$ cat src/rtl/apb_requester_if.sv
// Request/response and APB4 bus signals of apb_requester, bundled for module ports.
// master: the requester block itself; slave: core-side requester plus APB peripheral.
interface apb_requester_if #(
    parameter int ADDR_W = 32,
    parameter int DATA_W = 32
);
    logic                  req_valid;
    logic                  req_ready;
    logic                  req_write;
    logic [ADDR_W-1:0]     req_addr;
    logic [DATA_W-1:0]     req_wdata;
    logic [DATA_W/8-1:0]   req_strb;
    logic                  rsp_valid;
    logic [DATA_W-1:0]     rsp_rdata;
    logic                  rsp_err;
    logic                  rsp_timeout;
    logic                  PSEL;
    logic                  PENABLE;
    logic                  PWRITE;
    logic [ADDR_W-1:0]     PADDR;
    logic [DATA_W-1:0]     PWDATA;
    logic [DATA_W/8-1:0]   PSTRB;
    logic [DATA_W-1:0]     PRDATA;
    logic                  PREADY;
    logic                  PSLVERR;

    modport master (
        input  req_valid, req_write, req_addr, req_wdata, req_strb,
        input  PRDATA, PREADY, PSLVERR,
        output req_ready, rsp_valid, rsp_rdata, rsp_err, rsp_timeout,
        output PSEL, PENABLE, PWRITE, PADDR, PWDATA, PSTRB
    );

    modport slave (
        output req_valid, req_write, req_addr, req_wdata, req_strb,
        output PRDATA, PREADY, PSLVERR,
        input  req_ready, rsp_valid, rsp_rdata, rsp_err, rsp_timeout,
        input  PSEL, PENABLE, PWRITE, PADDR, PWDATA, PSTRB
    );
endinterface

$ cat src/rtl/apb_requester.sv
// APB4 requester: single-outstanding request/response port to APB SETUP/ACCESS transfers.
// Optional ACCESS-phase timeout enabled by defining APB_REQUESTER_TIMEOUT_EN.
module apb_requester #(
    parameter int ADDR_W         = 32,
    parameter int DATA_W         = 32,
    parameter int TIMEOUT_CYCLES = 255
) (
    input  logic            PCLK,
    input  logic            PRESETn,
    apb_requester_if.master bus
);
    localparam int STRB_W = DATA_W / 8;

    if (TIMEOUT_CYCLES < 1) begin : g_bad_timeout
        $error("apb_requester: TIMEOUT_CYCLES must be at least 1");
    end

    typedef enum logic [1:0] {
        IDLE   = 2'd0,
        SETUP  = 2'd1,
        ACCESS = 2'd2,
        RESP   = 2'd3
    } state_t;

    state_t              state_q, state_d;
    logic                psel_q, psel_d;
    logic                penable_q, penable_d;
    logic                pwrite_q, pwrite_d;
    logic [ADDR_W-1:0]   paddr_q, paddr_d;
    logic [DATA_W-1:0]   pwdata_q, pwdata_d;
    logic [STRB_W-1:0]   pstrb_q, pstrb_d;
    logic                rsp_valid_q, rsp_valid_d;
    logic [DATA_W-1:0]   rsp_rdata_q, rsp_rdata_d;
    logic                rsp_err_q, rsp_err_d;

`ifdef APB_REQUESTER_TIMEOUT_EN
    localparam int CNT_W = $clog2(TIMEOUT_CYCLES + 1);
    localparam logic [CNT_W-1:0] CNT_LIM = CNT_W'(TIMEOUT_CYCLES);

    logic [CNT_W-1:0]    wait_cnt_q, wait_cnt_d;
    logic                rsp_timeout_q, rsp_timeout_d;
`endif

    always_comb begin
        state_d     = state_q;
        psel_d      = psel_q;
        penable_d   = penable_q;
        pwrite_d    = pwrite_q;
        paddr_d     = paddr_q;
        pwdata_d    = pwdata_q;
        pstrb_d     = pstrb_q;
        rsp_valid_d = 1'b0;
        rsp_rdata_d = rsp_rdata_q;
        rsp_err_d   = rsp_err_q;
`ifdef APB_REQUESTER_TIMEOUT_EN
        wait_cnt_d    = wait_cnt_q;
        rsp_timeout_d = rsp_timeout_q;
`endif
        unique case (state_q)
            IDLE: begin
                if (bus.req_valid) begin
                    paddr_d  = bus.req_addr;
                    pwrite_d = bus.req_write;
                    pwdata_d = bus.req_wdata;
                    // APB4 requires inactive strobes on reads
                    pstrb_d  = bus.req_write ? bus.req_strb : '0;
                    psel_d   = 1'b1;
                    state_d  = SETUP;
                end
            end
            SETUP: begin
                penable_d = 1'b1;
                state_d   = ACCESS;
`ifdef APB_REQUESTER_TIMEOUT_EN
                wait_cnt_d = '0;
`endif
            end
            ACCESS: begin
                if (bus.PREADY) begin
                    rsp_rdata_d = pwrite_q ? '0 : bus.PRDATA;
                    rsp_err_d   = bus.PSLVERR;
                    psel_d      = 1'b0;
                    penable_d   = 1'b0;
                    rsp_valid_d = 1'b1;
                    state_d     = RESP;
`ifdef APB_REQUESTER_TIMEOUT_EN
                    rsp_timeout_d = 1'b0;
                end else if (wait_cnt_q == CNT_LIM) begin
                    rsp_rdata_d   = '0;
                    rsp_err_d     = 1'b1;
                    rsp_timeout_d = 1'b1;
                    psel_d        = 1'b0;
                    penable_d     = 1'b0;
                    rsp_valid_d   = 1'b1;
                    state_d       = RESP;
                end else if (wait_cnt_q != '1) begin
                    wait_cnt_d = wait_cnt_q + 1'b1;
`endif
                end
            end
            RESP: begin
                state_d = IDLE;
            end
            default: begin
                state_d = IDLE;
            end
        endcase
    end

    always_ff @(posedge PCLK or negedge PRESETn) begin
        if (!PRESETn) begin
            state_q     <= IDLE;
            psel_q      <= 1'b0;
            penable_q   <= 1'b0;
            pwrite_q    <= 1'b0;
            paddr_q     <= '0;
            pwdata_q    <= '0;
            pstrb_q     <= '0;
            rsp_valid_q <= 1'b0;
            rsp_rdata_q <= '0;
            rsp_err_q   <= 1'b0;
        end else begin
            state_q     <= state_d;
            psel_q      <= psel_d;
            penable_q   <= penable_d;
            pwrite_q    <= pwrite_d;
            paddr_q     <= paddr_d;
            pwdata_q    <= pwdata_d;
            pstrb_q     <= pstrb_d;
            rsp_valid_q <= rsp_valid_d;
            rsp_rdata_q <= rsp_rdata_d;
            rsp_err_q   <= rsp_err_d;
        end
    end

`ifdef APB_REQUESTER_TIMEOUT_EN
    always_ff @(posedge PCLK or negedge PRESETn) begin
        if (!PRESETn) begin
            wait_cnt_q    <= '0;
            rsp_timeout_q <= 1'b0;
        end else begin
            wait_cnt_q    <= wait_cnt_d;
            rsp_timeout_q <= rsp_timeout_d;
        end
    end

    assign bus.rsp_timeout = rsp_timeout_q;
`else
    assign bus.rsp_timeout = 1'b0;
`endif

    assign bus.req_ready = (state_q == IDLE);
    assign bus.rsp_valid = rsp_valid_q;
    assign bus.rsp_rdata = rsp_rdata_q;
    assign bus.rsp_err   = rsp_err_q;
    assign bus.PSEL      = psel_q;
    assign bus.PENABLE   = penable_q;
    assign bus.PWRITE    = pwrite_q;
    assign bus.PADDR     = paddr_q;
    assign bus.PWDATA    = pwdata_q;
    assign bus.PSTRB     = pstrb_q;
endmodule

$ cat src/flat_wrapper.sv
// flat-port wrapper written by rule: the top's interface ports become plain ports
module apb_requester_flat 
#(
    parameter int ADDR_W         = 32,
    parameter int DATA_W         = 32,
    parameter int TIMEOUT_CYCLES = 255
)
  (PCLK, PRESETn, bus_req_valid, bus_req_write, bus_req_addr, bus_req_wdata, bus_req_strb, bus_PRDATA, bus_PREADY, bus_PSLVERR, bus_req_ready, bus_rsp_valid, bus_rsp_rdata, bus_rsp_err, bus_rsp_timeout, bus_PSEL, bus_PENABLE, bus_PWRITE, bus_PADDR, bus_PWDATA, bus_PSTRB);
  apb_requester_if #(.ADDR_W(ADDR_W), .DATA_W(DATA_W)) bus_i ();
  input  logic PCLK;
  input  logic PRESETn;
  input wire logic [$bits(bus_i.req_valid)-1:0] bus_req_valid;
  input wire logic [$bits(bus_i.req_write)-1:0] bus_req_write;
  input wire logic [$bits(bus_i.req_addr)-1:0] bus_req_addr;
  input wire logic [$bits(bus_i.req_wdata)-1:0] bus_req_wdata;
  input wire logic [$bits(bus_i.req_strb)-1:0] bus_req_strb;
  input wire logic [$bits(bus_i.PRDATA)-1:0] bus_PRDATA;
  input wire logic [$bits(bus_i.PREADY)-1:0] bus_PREADY;
  input wire logic [$bits(bus_i.PSLVERR)-1:0] bus_PSLVERR;
  output wire logic [$bits(bus_i.req_ready)-1:0] bus_req_ready;
  output wire logic [$bits(bus_i.rsp_valid)-1:0] bus_rsp_valid;
  output wire logic [$bits(bus_i.rsp_rdata)-1:0] bus_rsp_rdata;
  output wire logic [$bits(bus_i.rsp_err)-1:0] bus_rsp_err;
  output wire logic [$bits(bus_i.rsp_timeout)-1:0] bus_rsp_timeout;
  output wire logic [$bits(bus_i.PSEL)-1:0] bus_PSEL;
  output wire logic [$bits(bus_i.PENABLE)-1:0] bus_PENABLE;
  output wire logic [$bits(bus_i.PWRITE)-1:0] bus_PWRITE;
  output wire logic [$bits(bus_i.PADDR)-1:0] bus_PADDR;
  output wire logic [$bits(bus_i.PWDATA)-1:0] bus_PWDATA;
  output wire logic [$bits(bus_i.PSTRB)-1:0] bus_PSTRB;
  assign bus_i.req_valid = bus_req_valid;
  assign bus_i.req_write = bus_req_write;
  assign bus_i.req_addr = bus_req_addr;
  assign bus_i.req_wdata = bus_req_wdata;
  assign bus_i.req_strb = bus_req_strb;
  assign bus_i.PRDATA = bus_PRDATA;
  assign bus_i.PREADY = bus_PREADY;
  assign bus_i.PSLVERR = bus_PSLVERR;
  assign bus_req_ready = bus_i.req_ready;
  assign bus_rsp_valid = bus_i.rsp_valid;
  assign bus_rsp_rdata = bus_i.rsp_rdata;
  assign bus_rsp_err = bus_i.rsp_err;
  assign bus_rsp_timeout = bus_i.rsp_timeout;
  assign bus_PSEL = bus_i.PSEL;
  assign bus_PENABLE = bus_i.PENABLE;
  assign bus_PWRITE = bus_i.PWRITE;
  assign bus_PADDR = bus_i.PADDR;
  assign bus_PWDATA = bus_i.PWDATA;
  assign bus_PSTRB = bus_i.PSTRB;
  apb_requester #(.ADDR_W(ADDR_W), .DATA_W(DATA_W), .TIMEOUT_CYCLES(TIMEOUT_CYCLES)) u_core (.PCLK(PCLK), .PRESETn(PRESETn), .bus(bus_i));
endmodule
$ cat config.mk
export PLATFORM = sky130hd
export DESIGN_NAME = apb_requester_flat
export DESIGN_NICKNAME = d
export VERILOG_FILES = /design/src/rtl/apb_requester_if.sv /design/src/rtl/apb_requester.sv /design/src/flat_wrapper.sv
export SDC_FILE = /design/constraint.sdc
export NUM_CORES = 1
export LEC_CHECK = 0
export CAP_MARGIN = 15
export CORE_MARGIN = 5
export CORE_UTILIZATION = 40
export CTS_BUF_LIST = sky130_fd_sc_hd__clkbuf_16
export DETAILED_ROUTE_END_ITERATION = 10
export PLACE_DENSITY = 0.8
export SYNTH_ARGS = -nofsm -noshare
export SYNTH_HDL_FRONTEND = slang
export SYNTH_SLANG_ARGS = --single-unit
$ cat constraint.sdc
create_clock -name PCLK -period 2.08 [get_ports PCLK]
set_clock_uncertainty 0.2 [all_clocks]
set_input_delay 0.52 -clock PCLK [delete_from_list [all_inputs] [get_ports PCLK]]
set_output_delay 0.52 -clock PCLK [all_outputs]
set_load 0.02 [all_outputs]
==> results of run 1 <==
==> layer usage <==
layer  routed length, µm  part of all wire [%]  vias up
met5                   0                     0        -
met4                 248                   2.2        0
met3                 884                   8.0       20
met2                5750                    52      125
met1                4190                    38     1506
li1                    -                     -     1513
==> where the power goes <==
part / leakage, nW / internal [mW] / switching [mW] / total [mW]
Sequential: 1.31 / 3.12 / 0.520 / 3.64
Combinational: 1.64 / 2.96 / 2.69 / 5.65
Clock: 0.145 / 0.930 / 0.736 / 1.67
Total: 3.09 / 7.01 / 3.94 / 11.0
==> per-stage QoR <==
stage / utilization, % / area (µm²) / hold slack [ns] / setup WS [ns] / instances
floorplan: - / 4280 / 0.0244 / 0.457 / 323
detailed placement: 63.5 / 6580 / 0.250 / 0.00615 / 667
CTS: 66.4 / 6890 / 0.288 / 0.000984 / 684
global route: 66.6 / 6910 / 0.312 / 0.00218 / 684
global placement: 63.5 / 6580 / 0.245 / 0.0367 / 667
finish: 66.6 / 6910 / 0.278 / 0.0435 / 684
==> how the worst min path moves through the flow <==
stage,startpoint,end,slack [ns],cells past startpoint
4_1_cts,u_core.bus.rsp_rdata[2]$_DFFE_PN0P_,u_core.bus.rsp_rdata[2]$_DFFE_PN0P_,0.29,2
2_1_floorplan,PRESETn,u_core.bus.PADDR[0]$_DFFE_PN0P_,0.02,0
3_5_place_dp,PRESETn,u_core.bus.rsp_rdata[17]$_DFFE_PN0P_,0.25,1
5_1_grt,u_core.bus.rsp_rdata[8]$_DFFE_PN0P_,u_core.bus.rsp_rdata[8]$_DFFE_PN0P_,0.31,2
3_3_place_gp,PRESETn,u_core.bus.rsp_rdata[21]$_DFFE_PN0P_,0.24,1
6_report,u_core.bus.rsp_rdata[8]$_DFFE_PN0P_,u_core.bus.rsp_rdata[8]$_DFFE_PN0P_,0.28,2
==> flip-flops by register name, summed over array words and instances, names as in the netlist <==
name and count:
u_core.bus.rsp_valid 1, u_core.bus.PSTRB 4, u_core.bus.PADDR 32, u_core.bus.PENABLE 1, u_core.state_q 2, u_core.bus.rsp_err 1, u_core.bus.PWDATA 32, u_core.bus.PWRITE 1
u_core.bus.rsp_rdata 32, u_core.bus.PSEL 1
==> area by class of cell <==
class                   count  area (µm²)
clock inverters             7        67.6
well taps                 136         170
fillers                   811        3460
clock buffers               9         225
flip-flops and latches    107        2680
multi-input cells         192        1440
repair buffers            227        2300
inverters                   6        22.5
==> cells in the mapped netlist (all sizes together) <==
| master | n |
|---|---|
| nand2b | 32 |
| a21oi | 1 |
| buf | 8 |
| conb | 1 |
| ha | 5 |
| nand2 | 43 |
| inv | 6 |
| o21ai | 38 |
| mux2i | 2 |
| nor2 | 1 |
| mux2 | 67 |
| dfrtp | 107 |
| o2bb2ai | 1 |
| o22ai | 1 |
| clkbuf | 10 |
==> worst reg2reg max path, stage by stage, from the launching register on <==
cell     delay, ns
dfrtp_1       0.36
inv_1         0.07
buf_4         0.15
ha_1          0.24
nand2_4       0.13
buf_4         0.24
mux2_2        0.37
==> cells by family (layout without fill, tap and decap cells) <==
| family | count (synthesis) | count (layout) | share of synthesized area, % |
|---|---|---|---|
| AOI/OAI and AO/OA | 41 | 41 | 4.91 |
| muxes | 69 | 69 | 18.5 |
| DFF | 107 | 107 | 62.6 |
| adders and majority gates | 5 | 5 | 1.46 |
| other | 1 | 1 | 0.0877 |
| and+or+nand+nor | 76 | 76 | 8.72 |
| buffers and inverters | 24 | 249 | 3.77 |
==> timing repair <==
| item | 4_1_cts | 5_1_grt |
|---|---|---|
| pin swaps | 0 | 0 |
| gates resized for setup | 3 | 12 |
| setup buffers | 0 | 0 |
| endpoints found under the hold margin | 22 | 0 |
| hold buffers | 1 | 0 |
| endpoints found under the setup margin | 1 | 11 |
==> flow_summary.json, run 1 <==
{
  "boundaryPins": 213,
  "netlist_top_cells_area": "dfrtp_1, mux2_2, nand2b_1",
  "hpwl_mm": 8.73,
  "drive_above_1_share_pct": 18.4,
  "rrSetupSlack_ns": 0.21,
  "required_ns": 1.36,
  "final_cell_mix": "clkdlybuf4s50_1, dfrtp_1, mux2_2",
  "finalWirelength_mm": 11.1,
  "synth_nets": 434,
  "grtUsageMet2_pct": 31.0,
  "num_rows": 37,
  "outcome": "completed",
  "firstDrtPassIters": 4,
  "use_met1_pct": 19.5,
  "crit_path_start_kind": "flip-flop",
  "yosysWarnings": 0,
  "grt_pass1_wl_mm": 17.7,
  "path_clk_slew_ns": 0.07,
  "max_stage_delay_ns": 0.64,
  "nNetsFinal": 654,
  "endpoint": "bus_PSTRB[3]",
  "antenna_found_initial": 0,
  "port_buffers": 211,
  "power_density_nw_per_um2": 1590,
  "path_class": "reg -> out",
  "grt_max_degree": 54,
  "timing.fmax_ghz": 0.491,
  "synth_area_um2": 4280,
  "startpoint": "u_core.bus.PSTRB[3]$_DFFE_PN0P_",
  "hold_violations": 0,
  "layout_commonest_cell": "clkdlybuf4s50_1",
  "die_h_um": 113,
  "cts.sinks": 107,
  "path_delay_family": "buffers and inverters",
  "cp.depth": 1,
  "use_met3_pct": 5.46,
  "die_w_um": 113,
  "timing.rr.end": "u_core.bus.PADDR[5]$_DFFE_PN0P_",
  "rr_worst_depth": 6,
  "overflow": 0,
  "path_buf_inv": 1,
  "clk_latency_ns": 0.33,
  "critPathCaptureType": "primary output",
  "peakVddDrop_mv": 0.776,
  "ys_ff_latch": 107,
  "fin_crit_sh_pct": 97.9,
  "syn_to_final_growth_pct": 61.5,
  "crit_chain": "clkdlybuf4s50_1",
  "busiest_layer": "met2",
  "root_buffer": "clkbuf_16",
  "postSynthCellCount": 323,
  "setup_violations": 0,
  "drv_cap": 0,
  "seq_area_frac_synth_pct": 62.6,
  "power.total_mw": 11.0,
  "yosysTopAreaCell": "dfrtp_1",
  "first_iter_violations": 80,
  "globalRouteTotalUtil_pct": 17.2,
  "cts_buffer_depth": 2,
  "num_vias": 3164,
  "tns_ns": 0,
  "grt_setup_unrepaired": "false",
  "critPathArrivalTime_ns": 1.32,
  "ant_nets": 0,
  "cts_made_buffers": 9,
  "min_period_ns": 2.04,
  "synthDistinctLibCells": 20,
  "syn_avg_cell_area_um2": 13.2,
  "path_max_fanout": 2,
  "coreArea_um2": 10400,
  "drv_slew": 0,
  "dieArea_um2": 12900,
  "wl_per_cell_um": 16.2,
  "grt_pass1_vias": 3403,
  "cpMaxStageDelayCell": "clkdlybuf4s50_1",
  "viasPerCell": 4.63,
  "place_congestion": 0.757,
  "drc": 0,
  "r2r-start": "u_core.state_q[0]$_DFFE_PN0P_",
  "cts_tree": "done",
  "total_leakage_power_nw": 3.09,
  "h-tree-depth": 3,
  "initial_utilization_pct": 41.3,
  "min_path_type": "reg -> reg",
  "synth_top_area_share_pct": 62.6,
  "antenna_cells": 0
}
Power figures use the tool's default switching activity.
==> run 2, diff against run 1 <==
--- a/config.mk
+++ b/config.mk
@@ -5,6 +5,7 @@
 export SDC_FILE = /design/constraint.sdc
 export NUM_CORES = 1
 export LEC_CHECK = 0
+export ABC_AREA = 1
 export CAP_MARGIN = 15
 export CORE_MARGIN = 5
 export CORE_UTILIZATION = 40
==> constraint.sdc (replaced) <==
create_clock -name PCLK -period 2.55 [get_ports PCLK]
set_clock_uncertainty 0.2 [all_clocks]
set_input_delay 0.6375 -clock PCLK [delete_from_list [all_inputs] [get_ports PCLK]]
set_output_delay 0.6375 -clock PCLK [all_outputs]
set_load 0.02 [all_outputs]
==> run 2 against run 1 <==
Compared with the run above: utilization is 1.2 points lower; combinational power is 24% lower; sequential share of layout area is 0.88 points higher; clock power is 14% lower; routed wire length is 10% higher; critical endpoint is now bus_req_ready; critical path type unchanged; critical path depth is 2 higher.
==> flow_summary.json, run 2 <==
{
  "timing.fmax_ghz": 0.437,
  "num_vias": 3796,
  "ys_ff_latch": 107,
  "required_ns": 1.71,
  "die_w_um": 113,
  "ant_nets": 0,
  "firstDrtPassIters": 6,
  "drv_slew": 0,
  "seqPwrFrac_pct": 33.9,
  "cts_made_buffers": 9,
  "yosysTopAreaCell": "dfrtp_1",
  "drc": 0,
  "path_max_fanout": 4,
  "cts_tree": "done",
  "power.total_mw": 8.70,
  "synth_area_um2": 4210,
  "crit_path_start_kind": "flip-flop",
  "first_iter_violations": 244,
  "peakVddDrop_mv": 0.605,
  "slew_headroom_pct": 60.9,
  "final_cells": 820,
  "synth-edff-count": 0,
  "synth-async-reset-ratio_pct": 100,
  "nNetsFinal": 790,
  "critPathCaptureType": "primary output",
  "r2r-start": "u_core.state_q[0]$_DFFE_PN0P_",
  "hpwl_mm": 8.85,
  "critPathArrivalTime_ns": 1.45,
  "total_leakage_power_nw": 3.28,
  "startpoint": "u_core.state_q[0]$_DFFE_PN0P_",
  "min_path_type": "in -> async",
  "viasPerCell": 4.63,
  "dieArea_um2": 12700,
  "tns_ns": 0,
  "swShare_pct": 39.0,
  "finalWirelength_mm": 12.2,
  "final_util_pct": 65.4,
  "postCtsHoldBufs": 0,
  "setup_slack_ns": 0.260,
  "cts.sinks": 107,
  "overflow": 0,
  "dpl.cell_count": 804,
  "drv_cap": 0,
  "die_h_um": 113,
  "seq_area_frac_synth_pct": 63.5,
  "yosysMostFrequentCell": "nand2_1",
  "hold_violations": 0,
  "cpMaxStageDelayCell": "dfrtp_1",
  "port_buffers": 211,
  "initial_utilization_pct": 40.8,
  "path_delay_family": "buffers and inverters",
  "intPower_mw": 5.30,
  "syn_to_final_growth_pct": 60.3,
  "drive_above_1_share_pct": 3.36,
  "setup_violations": 0,
  "synth_nets": 587,
  "synthDistinctLibCells": 16,
  "p_clk_share_pct": 16.5,
  "grt_max_degree": 108,
  "outcome": "completed",
  "worstMarginPinSlew_ns": 0.587,
  "antenna_cells": 0,
  "synth_top_area_share_pct": 63.5,
  "switching_power_mw": 3.39,
  "grt_pass1_vias": 3892,
  "path_class": "reg -> out",
  "path_clk_slew_ns": 0.07,
  "grt_pass1_wl_mm": 19.1,
  "root_buffer": "clkbuf_16",
  "final_cell_mix": "nand2_1, clkdlybuf4s50_1, dfrtp_1",
  "netlist_top_cells_count": "nand2_1, dfrtp_1, o21ai_0, inv_1, clkbuf_1",
  "path_buf_inv": 2,
  "place_congestion": 0.867,
  "syn_avg_cell_area_um2": 8.85,
  "endpoint": "bus_req_ready",
  "netlist_top_cells_area": "dfrtp_1, nand2_1, o21ai_0",
  "timing.rr.end": "u_core.bus.PWRITE$_DFFE_PN0P_",
  "place_ws_ns": 0.345,
  "rrSetupSlack_ns": 0.87,
  "boundaryPins": 213,
  "cp.depth": 3,
  "num_rows": 37,
  "wl_per_cell_um": 14.8,
  "layout_commonest_cell": "nand2_1",
  "antenna_found_initial": 0,
  "max_stage_delay_ns": 0.40,
  "globalRouteTotalUtil_pct": 18.9,
  "fin_crit_sh_pct": 89.8,
  "yosysWarnings": 0,
  "cts_buffer_depth": 2,
  "p_comb_share_pct": 49.6,
  "coreArea_um2": 10300,
  "ys.flop_type": "dfrtp_1",
  "min_period_ns": 2.29,
  "rr_worst_depth": 7,
  "h-tree-depth": 3,
  "power_density_nw_per_um2": 1290,
  "clk_latency_ns": 0.34,
  "crit_chain": "inv_1 > ha_1 > dlygate4sd2_1",
  "grt_setup_unrepaired": "false",
  "postSynthCellCount": 476
}
run 2: power by group through the flow:
| stage | combinational (mW) | sequential, mW | clock (mW) |
|---|---|---|---|
| 2_1_floorplan | 1.22 | 3.88 | 0 |
| 3_3_place_gp | 4.27 | 2.92 | 0 |
| 3_5_place_dp | 4.37 | 2.96 | 0 |
| 4_1_cts | 4.38 | 2.94 | 1.47 |
| 5_1_grt | 4.65 | 3.04 | 1.56 |
| 6_report | 4.31 | 2.94 | 1.44 |
run 2: layer usage:
layer | part of all wire [%] | GRT usage [%] | up-vias
met5 | 0 | 0 | -
met4 | 2.7 | 7.29 | 0
met3 | 11 | 8.68 | 28
met2 | 47 | 30.6 | 174
met1 | 39 | 21.7 | 1741
li1 | - | - | 1853
run 2: area by class of cell:
cell class	count	area [µm²]
timing repair buffer	217	2200
clock inverter	7	83.8
multi-input combinational	333	1350
sequential	107	2680
tap	136	170
clock buffer	9	225
inverter	11	41.3
fill	838	3570
run 2: kinds of logic after synthesis:
group | count (synthesis) | share of synthesized area, %
AND/OR/NAND/NOR | 288 | 25.9
flip-flops | 107 | 63.5
buffers and inverters | 36 | 4.39
AO/OA/AOI/OAI | 39 | 4.63
other | 1 | 0.0890
adder cells (fa/ha/maj) | 5 | 1.48
run 2: worst min-delay path by stage:
| stage | cells past startpoint | to |
|---|---|---|
| 6_report | 2 | u_core.bus.rsp_rdata[29]$_DFFE_PN0P_ |
| 5_1_grt | 2 | u_core.bus.rsp_rdata[29]$_DFFE_PN0P_ |
| 3_5_place_dp | 2 | u_core.bus.PWDATA[4]$_DFFE_PN0P_ |
| 2_1_floorplan | 0 | u_core.bus.PADDR[0]$_DFFE_PN0P_ |
| 3_3_place_gp | 2 | u_core.bus.PWDATA[20]$_DFFE_PN0P_ |
| 4_1_cts | 2 | u_core.bus.rsp_rdata[29]$_DFFE_PN0P_ |
run 2: timing repair:
| action | 4_1_cts | 5_1_grt |
|---|---|---|
| setup endpoints to repair | 1 | 0 |
| setup buffers | 0 | 0 |
| gates resized for setup | 1 | 0 |
run 2: stage by stage:
stage | hold WS, ns | cell area, µm²
detailed placement | 0.264 | 6450
global placement | 0.262 | 6450
CTS | 0.188 | 6760
global route | 0.198 | 6760
finish | 0.126 | 6760
floorplan | 0.142 | 4210
